`src/rtl/rx_tile_scheduler_pkg.sv`:
```
// Shared types for the RX tile scheduler: bank lifecycle, launcher states, defaults.
package rx_tile_scheduler_pkg;

  localparam int TILE_W_DEF  = 288;
  localparam int FRAME_CNT_W = 16;

  typedef enum logic [1:0] {
    BANK_FREE      = 2'd0,
    BANK_FILLING   = 2'd1,
    BANK_READY     = 2'd2,
    BANK_COMPUTING = 2'd3
  } bank_state_e;

  typedef enum logic [1:0] {
    LNC_IDLE  = 2'd0,
    LNC_START = 2'd1,
    LNC_WAIT  = 2'd2
  } lnc_state_e;

  function automatic logic bank_is_writable(bank_state_e s);
    return (s == BANK_FREE) || (s == BANK_FILLING);
  endfunction

endpackage

```
`src/rtl/rx_tile_scheduler_if.sv`:
```
// Tile-in / tile-RAM-write / accelerator handshake bundle for rx_tile_scheduler.
interface rx_tile_scheduler_if #(
  parameter int TILE_W = 288,
  parameter int ADDR_W = 4
);
  logic              tile_vld;
  logic [TILE_W-1:0] tile_data;
  logic              mem_we;
  logic              mem_bank;
  logic [ADDR_W-1:0] mem_addr;
  logic [TILE_W-1:0] mem_wdata;
  logic              acc_start;
  logic              acc_bank;
  logic              acc_done;
  logic              acc_busy;
  logic [15:0]       frame_cnt;
  logic              ovf_err;
  logic              clr_err;

  modport master (
    output tile_vld, tile_data, acc_done, clr_err,
    input  mem_we, mem_bank, mem_addr, mem_wdata,
    input  acc_start, acc_bank, acc_busy, frame_cnt, ovf_err
  );

  modport slave (
    input  tile_vld, tile_data, acc_done, clr_err,
    output mem_we, mem_bank, mem_addr, mem_wdata,
    output acc_start, acc_bank, acc_busy, frame_cnt, ovf_err
  );
endinterface

```
`src/rtl/rx_tile_scheduler_tile_bank_ctrl.sv`:
```
// Lifecycle of one ping-pong bank: FREE -> FILLING -> READY -> COMPUTING -> FREE.
module tile_bank_ctrl
  import rx_tile_scheduler_pkg::*;
(
  input  logic clk,
  input  logic rstn,
  input  logic fill_i,
  input  logic last_i,
  input  logic launch_i,
  input  logic done_i,
  output logic writable_o,
  output logic ready_o
);

  bank_state_e state_q, state_d;

  always_ff @(posedge clk or negedge rstn) begin
    if (!rstn) state_q <= BANK_FREE;
    else       state_q <= state_d;
  end

  // fill, launch and done are only raised in mutually exclusive states
  always_comb begin
    state_d = state_q;
    case (state_q)
      BANK_FREE:      if (fill_i) state_d = last_i ? BANK_READY : BANK_FILLING;
      BANK_FILLING:   if (fill_i && last_i) state_d = BANK_READY;
      BANK_READY:     if (launch_i) state_d = BANK_COMPUTING;
      BANK_COMPUTING: if (done_i) state_d = BANK_FREE;
      default:        state_d = BANK_FREE;
    endcase
  end

  assign writable_o = bank_is_writable(state_q);
  assign ready_o    = (state_q == BANK_READY);

endmodule

```
`src/rtl/rx_tile_scheduler.sv`:
```
// Ping-pong tile buffer scheduler: writes tiles into two banks and launches the
// accelerator on each complete frame, in arrival order.
module rx_tile_scheduler
  import rx_tile_scheduler_pkg::*;
#(
  parameter int TILE_W          = TILE_W_DEF,
  parameter int TILES_PER_FRAME = 16,
  parameter int ADDR_W          = 4
) (
  input  logic                clk,
  input  logic                rstn,
  rx_tile_scheduler_if.slave  bus
);

  logic                   wr_bank_q, wr_bank_d;
  logic [ADDR_W-1:0]      idx_q, idx_d;
  logic                   rd_bank_q, rd_bank_d;
  lnc_state_e             lnc_q, lnc_d;
  logic [FRAME_CNT_W-1:0] frame_cnt_q, frame_cnt_d;
  logic                   ovf_q, ovf_d;

  logic                   mem_we_q;
  logic                   mem_bank_q;
  logic [ADDR_W-1:0]      mem_addr_q;
  logic [TILE_W-1:0]      mem_wdata_q;

  logic [1:0] bank_writable, bank_ready, bank_fill, bank_launch, bank_done;
  logic       accept, drop, last_tile, launch, done;

  // bank state is sampled before this cycle's done, so a tile racing acc_done is dropped
  assign accept    = bus.tile_vld &&  bank_writable[wr_bank_q];
  assign drop      = bus.tile_vld && !bank_writable[wr_bank_q];
  assign last_tile = (idx_q == ADDR_W'(TILES_PER_FRAME - 1));
  assign launch    = (lnc_q == LNC_START);
  assign done      = (lnc_q == LNC_WAIT) && bus.acc_done;

  for (genvar b = 0; b < 2; b++) begin : g_bank
    assign bank_fill[b]   = accept && (wr_bank_q == 1'(b));
    assign bank_launch[b] = launch && (rd_bank_q == 1'(b));
    assign bank_done[b]   = done   && (rd_bank_q == 1'(b));

    tile_bank_ctrl u_bank (
      .clk        (clk),
      .rstn       (rstn),
      .fill_i     (bank_fill[b]),
      .last_i     (last_tile),
      .launch_i   (bank_launch[b]),
      .done_i     (bank_done[b]),
      .writable_o (bank_writable[b]),
      .ready_o    (bank_ready[b])
    );
  end

  always_comb begin
    wr_bank_d = wr_bank_q;
    idx_d     = idx_q;
    if (accept) begin
      if (last_tile) begin
        idx_d     = '0;
        wr_bank_d = ~wr_bank_q;
      end else begin
        idx_d = idx_q + 1'b1;
      end
    end
  end

  always_comb begin
    ovf_d = ovf_q;
    if (drop)             ovf_d = 1'b1;
    else if (bus.clr_err) ovf_d = 1'b0;
  end

  // Strict bank alternation keeps launches in frame arrival order
  always_comb begin
    lnc_d       = lnc_q;
    rd_bank_d   = rd_bank_q;
    frame_cnt_d = frame_cnt_q;
    case (lnc_q)
      LNC_IDLE:  if (bank_ready[rd_bank_q]) lnc_d = LNC_START;
      LNC_START: begin
        lnc_d       = LNC_WAIT;
        frame_cnt_d = frame_cnt_q + 1'b1;
      end
      LNC_WAIT:  if (bus.acc_done) begin
        lnc_d     = LNC_IDLE;
        rd_bank_d = ~rd_bank_q;
      end
      default:   lnc_d = LNC_IDLE;
    endcase
  end

  always_ff @(posedge clk or negedge rstn) begin
    if (!rstn) begin
      wr_bank_q   <= 1'b0;
      idx_q       <= '0;
      rd_bank_q   <= 1'b0;
      lnc_q       <= LNC_IDLE;
      frame_cnt_q <= '0;
      ovf_q       <= 1'b0;
      mem_we_q    <= 1'b0;
      mem_bank_q  <= 1'b0;
      mem_addr_q  <= '0;
      mem_wdata_q <= '0;
    end else begin
      wr_bank_q   <= wr_bank_d;
      idx_q       <= idx_d;
      rd_bank_q   <= rd_bank_d;
      lnc_q       <= lnc_d;
      frame_cnt_q <= frame_cnt_d;
      ovf_q       <= ovf_d;
      mem_we_q    <= accept;
      if (accept) begin
        mem_bank_q  <= wr_bank_q;
        mem_addr_q  <= idx_q;
        mem_wdata_q <= bus.tile_data;
      end
    end
  end

  assign bus.mem_we    = mem_we_q;
  assign bus.mem_bank  = mem_bank_q;
  assign bus.mem_addr  = mem_addr_q;
  assign bus.mem_wdata = mem_wdata_q;
  assign bus.acc_start = (lnc_q == LNC_START);
  assign bus.acc_bank  = rd_bank_q;
  assign bus.acc_busy  = (lnc_q != LNC_IDLE);
  assign bus.frame_cnt = frame_cnt_q;
  assign bus.ovf_err   = ovf_q;

endmodule

```
`src/flat_wrapper.sv`:
```
// flat-port wrapper written by rule: the top's interface ports become plain ports
module rx_tile_scheduler_flat import rx_tile_scheduler_pkg::*;
#(
  parameter int TILE_W          = TILE_W_DEF,
  parameter int TILES_PER_FRAME = 16,
  parameter int ADDR_W          = 4
)
  (clk, rstn, bus_tile_vld, bus_tile_data, bus_acc_done, bus_clr_err, bus_mem_we, bus_mem_bank, bus_mem_addr, bus_mem_wdata, bus_acc_start, bus_acc_bank, bus_acc_busy, bus_frame_cnt, bus_ovf_err);
  rx_tile_scheduler_if #(.TILE_W(TILE_W), .ADDR_W(ADDR_W)) bus_i ();
  input  logic clk;
  input  logic rstn;
  input wire logic [$bits(bus_i.tile_vld)-1:0] bus_tile_vld;
  input wire logic [$bits(bus_i.tile_data)-1:0] bus_tile_data;
  input wire logic [$bits(bus_i.acc_done)-1:0] bus_acc_done;
  input wire logic [$bits(bus_i.clr_err)-1:0] bus_clr_err;
  output wire logic [$bits(bus_i.mem_we)-1:0] bus_mem_we;
  output wire logic [$bits(bus_i.mem_bank)-1:0] bus_mem_bank;
  output wire logic [$bits(bus_i.mem_addr)-1:0] bus_mem_addr;
  output wire logic [$bits(bus_i.mem_wdata)-1:0] bus_mem_wdata;
  output wire logic [$bits(bus_i.acc_start)-1:0] bus_acc_start;
  output wire logic [$bits(bus_i.acc_bank)-1:0] bus_acc_bank;
  output wire logic [$bits(bus_i.acc_busy)-1:0] bus_acc_busy;
  output wire logic [$bits(bus_i.frame_cnt)-1:0] bus_frame_cnt;
  output wire logic [$bits(bus_i.ovf_err)-1:0] bus_ovf_err;
  assign bus_i.tile_vld = bus_tile_vld;
  assign bus_i.tile_data = bus_tile_data;
  assign bus_i.acc_done = bus_acc_done;
  assign bus_i.clr_err = bus_clr_err;
  assign bus_mem_we = bus_i.mem_we;
  assign bus_mem_bank = bus_i.mem_bank;
  assign bus_mem_addr = bus_i.mem_addr;
  assign bus_mem_wdata = bus_i.mem_wdata;
  assign bus_acc_start = bus_i.acc_start;
  assign bus_acc_bank = bus_i.acc_bank;
  assign bus_acc_busy = bus_i.acc_busy;
  assign bus_frame_cnt = bus_i.frame_cnt;
  assign bus_ovf_err = bus_i.ovf_err;
  rx_tile_scheduler #(.TILE_W(TILE_W), .TILES_PER_FRAME(TILES_PER_FRAME), .ADDR_W(ADDR_W)) u_core (.clk(clk), .rstn(rstn), .bus(bus_i));
endmodule
```
`config.mk`:
```
export PLATFORM = sky130hd
export DESIGN_NAME = rx_tile_scheduler_flat
export DESIGN_NICKNAME = d
export VERILOG_FILES = /design/src/rtl/rx_tile_scheduler_pkg.sv /design/src/rtl/rx_tile_scheduler_if.sv /design/src/rtl/rx_tile_scheduler_tile_bank_ctrl.sv /design/src/rtl/rx_tile_scheduler.sv /design/src/flat_wrapper.sv
export SDC_FILE = /design/constraint.sdc
export NUM_CORES = 1
export LEC_CHECK = 0
export BUFFER_PORTS_ARGS = -buffer_cell sky130_fd_sc_hd__buf_2
export CAP_MARGIN = 20
export CORE_AREA = 2 2 234 236
export CTS_BUF_LIST = sky130_fd_sc_hd__clkbuf_8
export CTS_CLUSTER_SIZE = 40
export DETAILED_ROUTE_END_ITERATION = 6
export DIE_AREA = 0 0 236 238
export SETUP_SLACK_MARGIN = 0.5
export SLEW_MARGIN = 10
export SYNTH_ARGS = -nofsm -noshare
export SYNTH_HDL_FRONTEND = slang
export SYNTH_SLANG_ARGS = --single-unit
```
`constraint.sdc`:
```
create_clock -name clk -period 2.2 [get_ports clk]
set_input_delay 0.22 -clock clk [delete_from_list [all_inputs] [get_ports clk]]
set_output_delay 0.22 -clock clk [all_outputs]
set_load 0.005 [all_outputs]
```
==> Word level (Yosys, flattened, before mapping) <==
Index checks and enable logic that the tools add are counted.
{ "word_totals": {"inputBits": 293, "out_inout_bits": 314, "elab_cells": 82, "reg_bits": 323} }
{ "classes": {"n_bitwise": 2, "n_eq_ne": 19, "reduce_logical": 24, "addsub": 2, "order_cmp": 2, "n_mux": 21} }
{ "ops": {"columns": ["operator", "n"], "rows": [
  ["2-bit 2-to-1 mux", 11],
  ["2-bit != test, second input constant", 9],
  ["16-bit by 1-bit adder with 16-bit output, second input constant", 1],
  ["2-bit one-hot mux with 4 select lines", 2],
  ["1-bit logical AND", 11],
  ["2-bit == test, second input constant", 5],
  ["4-bit AND reduction", 2],
  ["2-bit by 1-bit == test with 1-bit output, second input constant", 3],
  ["2-bit logical NOT", 3],
  ["1-bit 2-to-1 mux", 6],
  ["2-bit one-hot mux with 3 select lines", 1],
  ["2-bit AND reduction", 3],
  ["4-bit by 1-bit adder with 4-bit output, second input constant", 1],
  ["4-bit == test, second input constant", 1],
  ["1-bit by 2-bit less-than comparator with 1-bit output, second input constant", 2],
  ["4-bit 2-to-1 mux", 1],
  ["2-bit nonzero test", 2],
  ["1-bit logical OR", 2],
  ["2-bit by 1-bit != test with 1-bit output, second input constant", 1],
  ["1-bit NOT", 2],
  ["1-bit logical NOT", 1]
]} }

==> Longest topological paths before layout <==
{ "logic_depth": {"word_depth": 9, "mapped_depth": 10, "ltp_nobuf": 7} }

==> Hierarchy <==
From an unflattened synthesis, not the netlist that was laid out.
{ "hier_totals": {"cells_unflattened": 1378, "area_unflattened_um2": 12640.9} }
{ "by_module_without_submodules": {"columns": ["mod", "cells_per_inst", "seq_area_each_um2", "area_each_um2", "n_inst"], "rows": [
  ["rx_tile_scheduler", 1342, 7982.7, 12233.0, 1],
  ["tile_bank_ctrl", 18, 50.0, 203.9, 2]
]} }

==> Least setup slack after synthesis <==
OpenSTA, ideal clock, no wires.
{ "synth_path": {"path_type": "flip-flop to flip-flop", "from": "reg u_core.g_bank[1].u_bank.state_q[0]", "to": "reg u_core.mem_wdata_q[236], in the netlist u_core.bus.mem_wdata[236]", "arrival_time_ns": 1.637, "stages_incl_launch_ff": 10, "setup_ns": 0.117, "required_ns": 2.083, "path_slack_ns": 0.446, "period_less_slack_ns": 1.754, "path_buffers": 3, "path_cell_list": "dfrtp_1 > inv_1 > ha_1 > nor2_1 > a211o_1 > buf_4 > buf_2 > buf_2 > nand2_1 > nand2_1"} }
{ "synth_via": {"elab_chain_cells": 5, "word_cells_on_any_way": 6, "cone_classes": "eq/ne: 1; mux: 2; reduce/logical: 3"} }
{ "synth_lines": {"columns": ["item", "line", "text"], "rows": [
  ["start, declared", "rx_tile_scheduler_tile_bank_ctrl.sv:15", "bank_state_e state_q, state_d;"],
  ["start signal, assigned", "rx_tile_scheduler_tile_bank_ctrl.sv:19", "else state_q <= state_d;"],
  ["2-bit by 1-bit == test with 1-bit output or 2-bit logical NOT (tied branches)", "rx_tile_scheduler_pkg.sv:21", "return (s == BANK_FREE) || (s == BANK_FILLING);"],
  ["1-bit logical OR *", "rx_tile_scheduler_pkg.sv:21", null],
  ["1-bit 2-to-1 mux (implied by the code) * (2 in a row)", "rx_tile_scheduler.sv:31", "assign accept = bus.tile_vld && bank_writable[wr_bank_q];"],
  ["1-bit logical AND *", "rx_tile_scheduler.sv:31", null],
  ["end signal, assigned", "rx_tile_scheduler.sv:115", "mem_wdata_q <= bus.tile_data;"],
  ["end, declared", "rx_tile_scheduler.sv:25", "logic [TILE_W-1:0] mem_wdata_q;"]
]} }
Every way passes the cells marked *; elsewhere a longest branch is shown, timed or not. The select of a mux whose other input is x is not followed.
A chain may end at the register's enable or synchronous reset.

==> Worst setup path after layout <==
{ "layout_path": {"from": "reg u_core.g_bank[1].u_bank.state_q[0]", "to": "reg u_core.mem_wdata_q[142], in the netlist u_core.bus.mem_wdata[142]"} }
Same word-level chain as after synthesis.

==> results.txt <==
* Run status: finished, violations left
- The checks that failed: design-rule violations.
- Filler cell count: approximately 5000
- Fraction of power spent switching nets: 0.3879
* Largest net degree at the start of global routing: 61
- In this run the critical register-to-register path is launched from u_core.g_bank[1].u_bank.state_q[0].
* Unrepaired setup endpoints after global routing: true
* Net switching power of the design: 11.41 mW
* Worst Skew: between 0.02 and 0.025 ns
- Setup total negative slack on the finished layout was measured at 0 ns.
- The cell sitting at the root of the clock tree is a clkbuf_8.
- Static timing analysis puts the maximum clock frequency at about 530 MHz.
* Detail-routed via count per cell: about 4.3
* Residual overflow from global routing: 0
- The internal portion of the total power is 18.00 mW.
* Syn-to-layout area delta: 74.21%
* GRT Util Overall: 0.1672
- Port buffering added about 600 buffers.
- Initial antenna violation count: 4
- The worst setup path is of the register to register kind.
- Before antenna repair, the detailed router went through 7 iterations.
* Detailed-route DRC error count: 4
- Worst hold margin: roughly 0.16 ns
- The floorplan step set the die height to between 200 and 250 µm.
* Global-route wire length before repair: approximately 74000 µm
* Power share of the combinational group: 0.464
- The worst register-to-register path ends at u_core.bus.mem_wdata[142].
- In this run, synthesis inferred 0 flip-flops with an integrated enable.
- Maximum resistive drop on vdd: 0.7864 mV
- Core footprint: about 53000 µm²
- Dividing the synthesized area by the synthesized cell count gives 9.124 µm².
- Required time of the worst setup path: approximately 2.7 ns
- Cell row count: 85
* IO Pins: 607
- Worst-path fanout max: 7
- At the pin with the least slew margin, the transition time is around 0.54 ns.
* Later-pin clock latency in the skew report: ~0.62 ns
* Fraction of the cycle the final worst path needs: 0.8563
- Initial standard-cell utilization of the core: 0.2350
- The worst setup path is captured at a register.
* Final Setup Violations: 0
- At the end of the flow, the number of nets in the layout was around 2700.
* Minimum setup slack in the final design: 0.3160 ns
* Detailed router's first-iteration violation count: about 700
* Post-synthesis cell count: roughly 1400
- After legalization and detailed placement, the total HPWL measured a little over 30000 µm.
* Main synth FF type: dfrtp_1
- Shortest clock period the worst path allows after layout: around 1.9 ns
- The final count of pins violating max slew came to 0.
* CTS tree: done
* Clock network fraction of total power: 0.180
- Fraction of registers with async set/reset: 1.000
* Yosys warnings: 0
- Post-synth net total: ~1700
* Placement Setup Slack: about 0.20 ns
- Routed len/inst: ~16 µm
- Vias in the first global route: 13810
* Combined area of all synthesized cells: about 13000 µm²
- Worst hold path class: primary input to async pin
- Number of hold violations in the final report: 0
- Data arrival time of the critical path: 2.42 ns
* Fraction of layout instances using a drive strength above 1: 0.3638
* Number of max-capacitance violations reported: 0
- Power per Cell Area: 1343 nW/µm²
- Max-slew headroom at the worst pin: 0.6398
- STA classifies the critical path startpoint as a register.
- CTS clock-pin slew for the worst setup and hold paths: about 0.06 ns
- For this design, the sink count on the clock tree is between 300 and 400.
- Leakage power total: 12.18 nW
* Number of buffers created by CTS: 56
- Maximum count of clock buffers along a single path: 3
- Reg2reg path depth: 9
- Reg-to-reg setup timing slack: 0.32 ns
- Total number of vias: ~13000
* Remaining antenna violation count after routing: 0
- Part of the total power dissipated in sequential elements: 0.356
- Final GP Congestion: roughly 0.83
- In this run, synthesis produced a sequential element count of approximately 320.
- For this block, the routed nets add up to slightly above 50000 µm of wire.
* Number of unique standard cell types used by synthesis: 32
- Of the synthesized area, sequential elements account for 0.6429.
- CTS built an H-tree with a depth of 2.
* Horiz. Die Dim: about 240 µm
- Total Die Area: between 50000 and 60000 µm²
cell families (layout without fill, tap and decap cells):
family                     count (synthesis)  in the layout  synth area share
and+or+nand+nor                          932            932            0.2843
xor gates and xnor gates                  18             18           0.01254
other                                      0              7                 0
DFF                                      323            323            0.6428
AOI/OAI and AO/OA                         14             14          0.006768
muxes                                      7              7          0.005573
buffers and inverters                     74           1093           0.03801
adders and majority gates                 10             10          0.009951
critical path, cell delays in order (launching register included):
cell	delay, ns
dfrtp_1	0.43
inv_2	0.11
ha_4	0.15
nor2_4	0.04
a211o_4	0.43
inv_12	0.14
buf_12	0.18
clkbuf_16	0.19
nand2_2	0.06
nand2_1	0.05
power by group through the flow:
stage               logic, mW  registers (mW)  clock network, mW
floorplan                5.11            10.5                  0
global placement         10.1            10.3                  0
detailed placement       10.3            10.4                  0
CTS                      12.7            10.4               5.47
global route             14.9            10.7               5.73
finish                   13.7            10.5               5.29
synthesized netlist by cell type (4+ instances only):
| cell type | instances | area, µm² |
|---|---|---|
| buf_2 | 32 | 160.2 |
| xnor2_1 | 15 | 131.4 |
| buf_4 | 12 | 90.09 |
| mux2i_1 | 7 | 70.07 |
| inv_1 | 8 | 30.03 |
| clkbuf_1 | 5 | 18.77 |
| nand4_1 | 4 | 25.02 |
| buf_6 | 15 | 168.9 |
| nand3_1 | 5 | 25.02 |
| nand2_1 | 897 | 3367 |
| o21ai_0 | 6 | 30.03 |
| dfrtp_1 | 323 | 8083 |
| nor2_1 | 8 | 30.03 |
| ha_1 | 10 | 125.1 |
per-stage QoR:
step,total power [mW],utilization,instance area [µm²],std cells
after floorplan,15.62,-,12600,1378
after global placement,20.39,0.3100,16580,2661
after detailed placement,20.69,0.3100,16580,2661
after CTS,28.51,0.3990,21350,3085
after global routing,31.39,0.4093,21900,3097
final,29.41,0.4094,21900,3100
state kept, by name (all words and copies together) (netlist names), 2 cells and up:
register / cells
u_core.bus.mem_addr: 4
u_core.bus.frame_cnt: 16
u_core.bus.mem_wdata: 288
u_core.g_bank.u_bank.state_q: 4
u_core.lnc_q: 2
u_core.idx_q: 4
per-layer routing:
layer  vias up  track usage  share of wire
met4         0      0.07778          0.041
met5         -            0              0
met3       153      0.04523          0.074
met1      6362       0.1994           0.40
met2       650       0.2813           0.48
li1       6184            -              -
timing repair:
action                                  4_1_cts  5_1_grt
setup buffers                                25        0
cloned                                       14        8
hold buffers                                292        0
endpoints found under the hold margin       464        0
resized for setup                            57      107
endpoints found under the setup margin      306      310
pin swaps                                     5       54
placed cells by master, fill, tap and decap left out, types with 7 or more instances in the layout:
cell	Yosys	layout
nand2_1	897	826
buf_2	32	603
dfrtp_1	323	320
dlygate4sd3_1	0	292
clkbuf_8	0	66
nand2_2	0	50
buf_4	12	42
nand2_4	0	21
inv_1	8	20
xnor2_1	15	15
buf_16	0	14
buf_12	0	12
buf_8	0	10
clkinv_2	0	8
diode_2	0	7
mux2i_1	7	7
nor2_1	8	7
clkbuf_16	0	7
buf_6	15	7
layout make-up:
cell class / count / area, µm² / share of cell area
sequential: 323 / 8087 / 0.3692
timing repair buffer: 990 / 7383 / 0.3371
multi-input combinational: 981 / 4437 / 0.2026
clock buffer: 66 / 908.4 / 0.04147
tap: 696 / 870.8 / 0.03976
clock inverter: 27 / 142.6 / 0.006512
inverter: 9 / 46.29 / 0.002114
antenna: 7 / 17.52 / 0.0007997
timing repair inverter: 1 / 11.26 / 0.0005141
worst max-delay path by stage:
stage / from / endpoint / slack (ns) / depth (start not counted)
after floorplan: u_core.g_bank[0].u_bank.state_q[1] / u_core.bus.mem_wdata[236] / 0.50 / 9
after global placement: u_core.g_bank[0].u_bank.state_q[0] / u_core.bus.mem_wdata[37] / 0.27 / 9
after detailed placement: u_core.g_bank[0].u_bank.state_q[0] / u_core.bus.mem_wdata[156] / 0.20 / 8
after CTS: u_core.g_bank[1].u_bank.state_q[0] / u_core.bus.mem_wdata[15] / 0.37 / 8
after global routing: u_core.g_bank[0].u_bank.state_q[1] / u_core.bus.mem_wdata[58] / 0.24 / 9
final: u_core.g_bank[1].u_bank.state_q[0] / u_core.bus.mem_wdata[142] / 0.32 / 9
(Power assumes the default switching activity.)
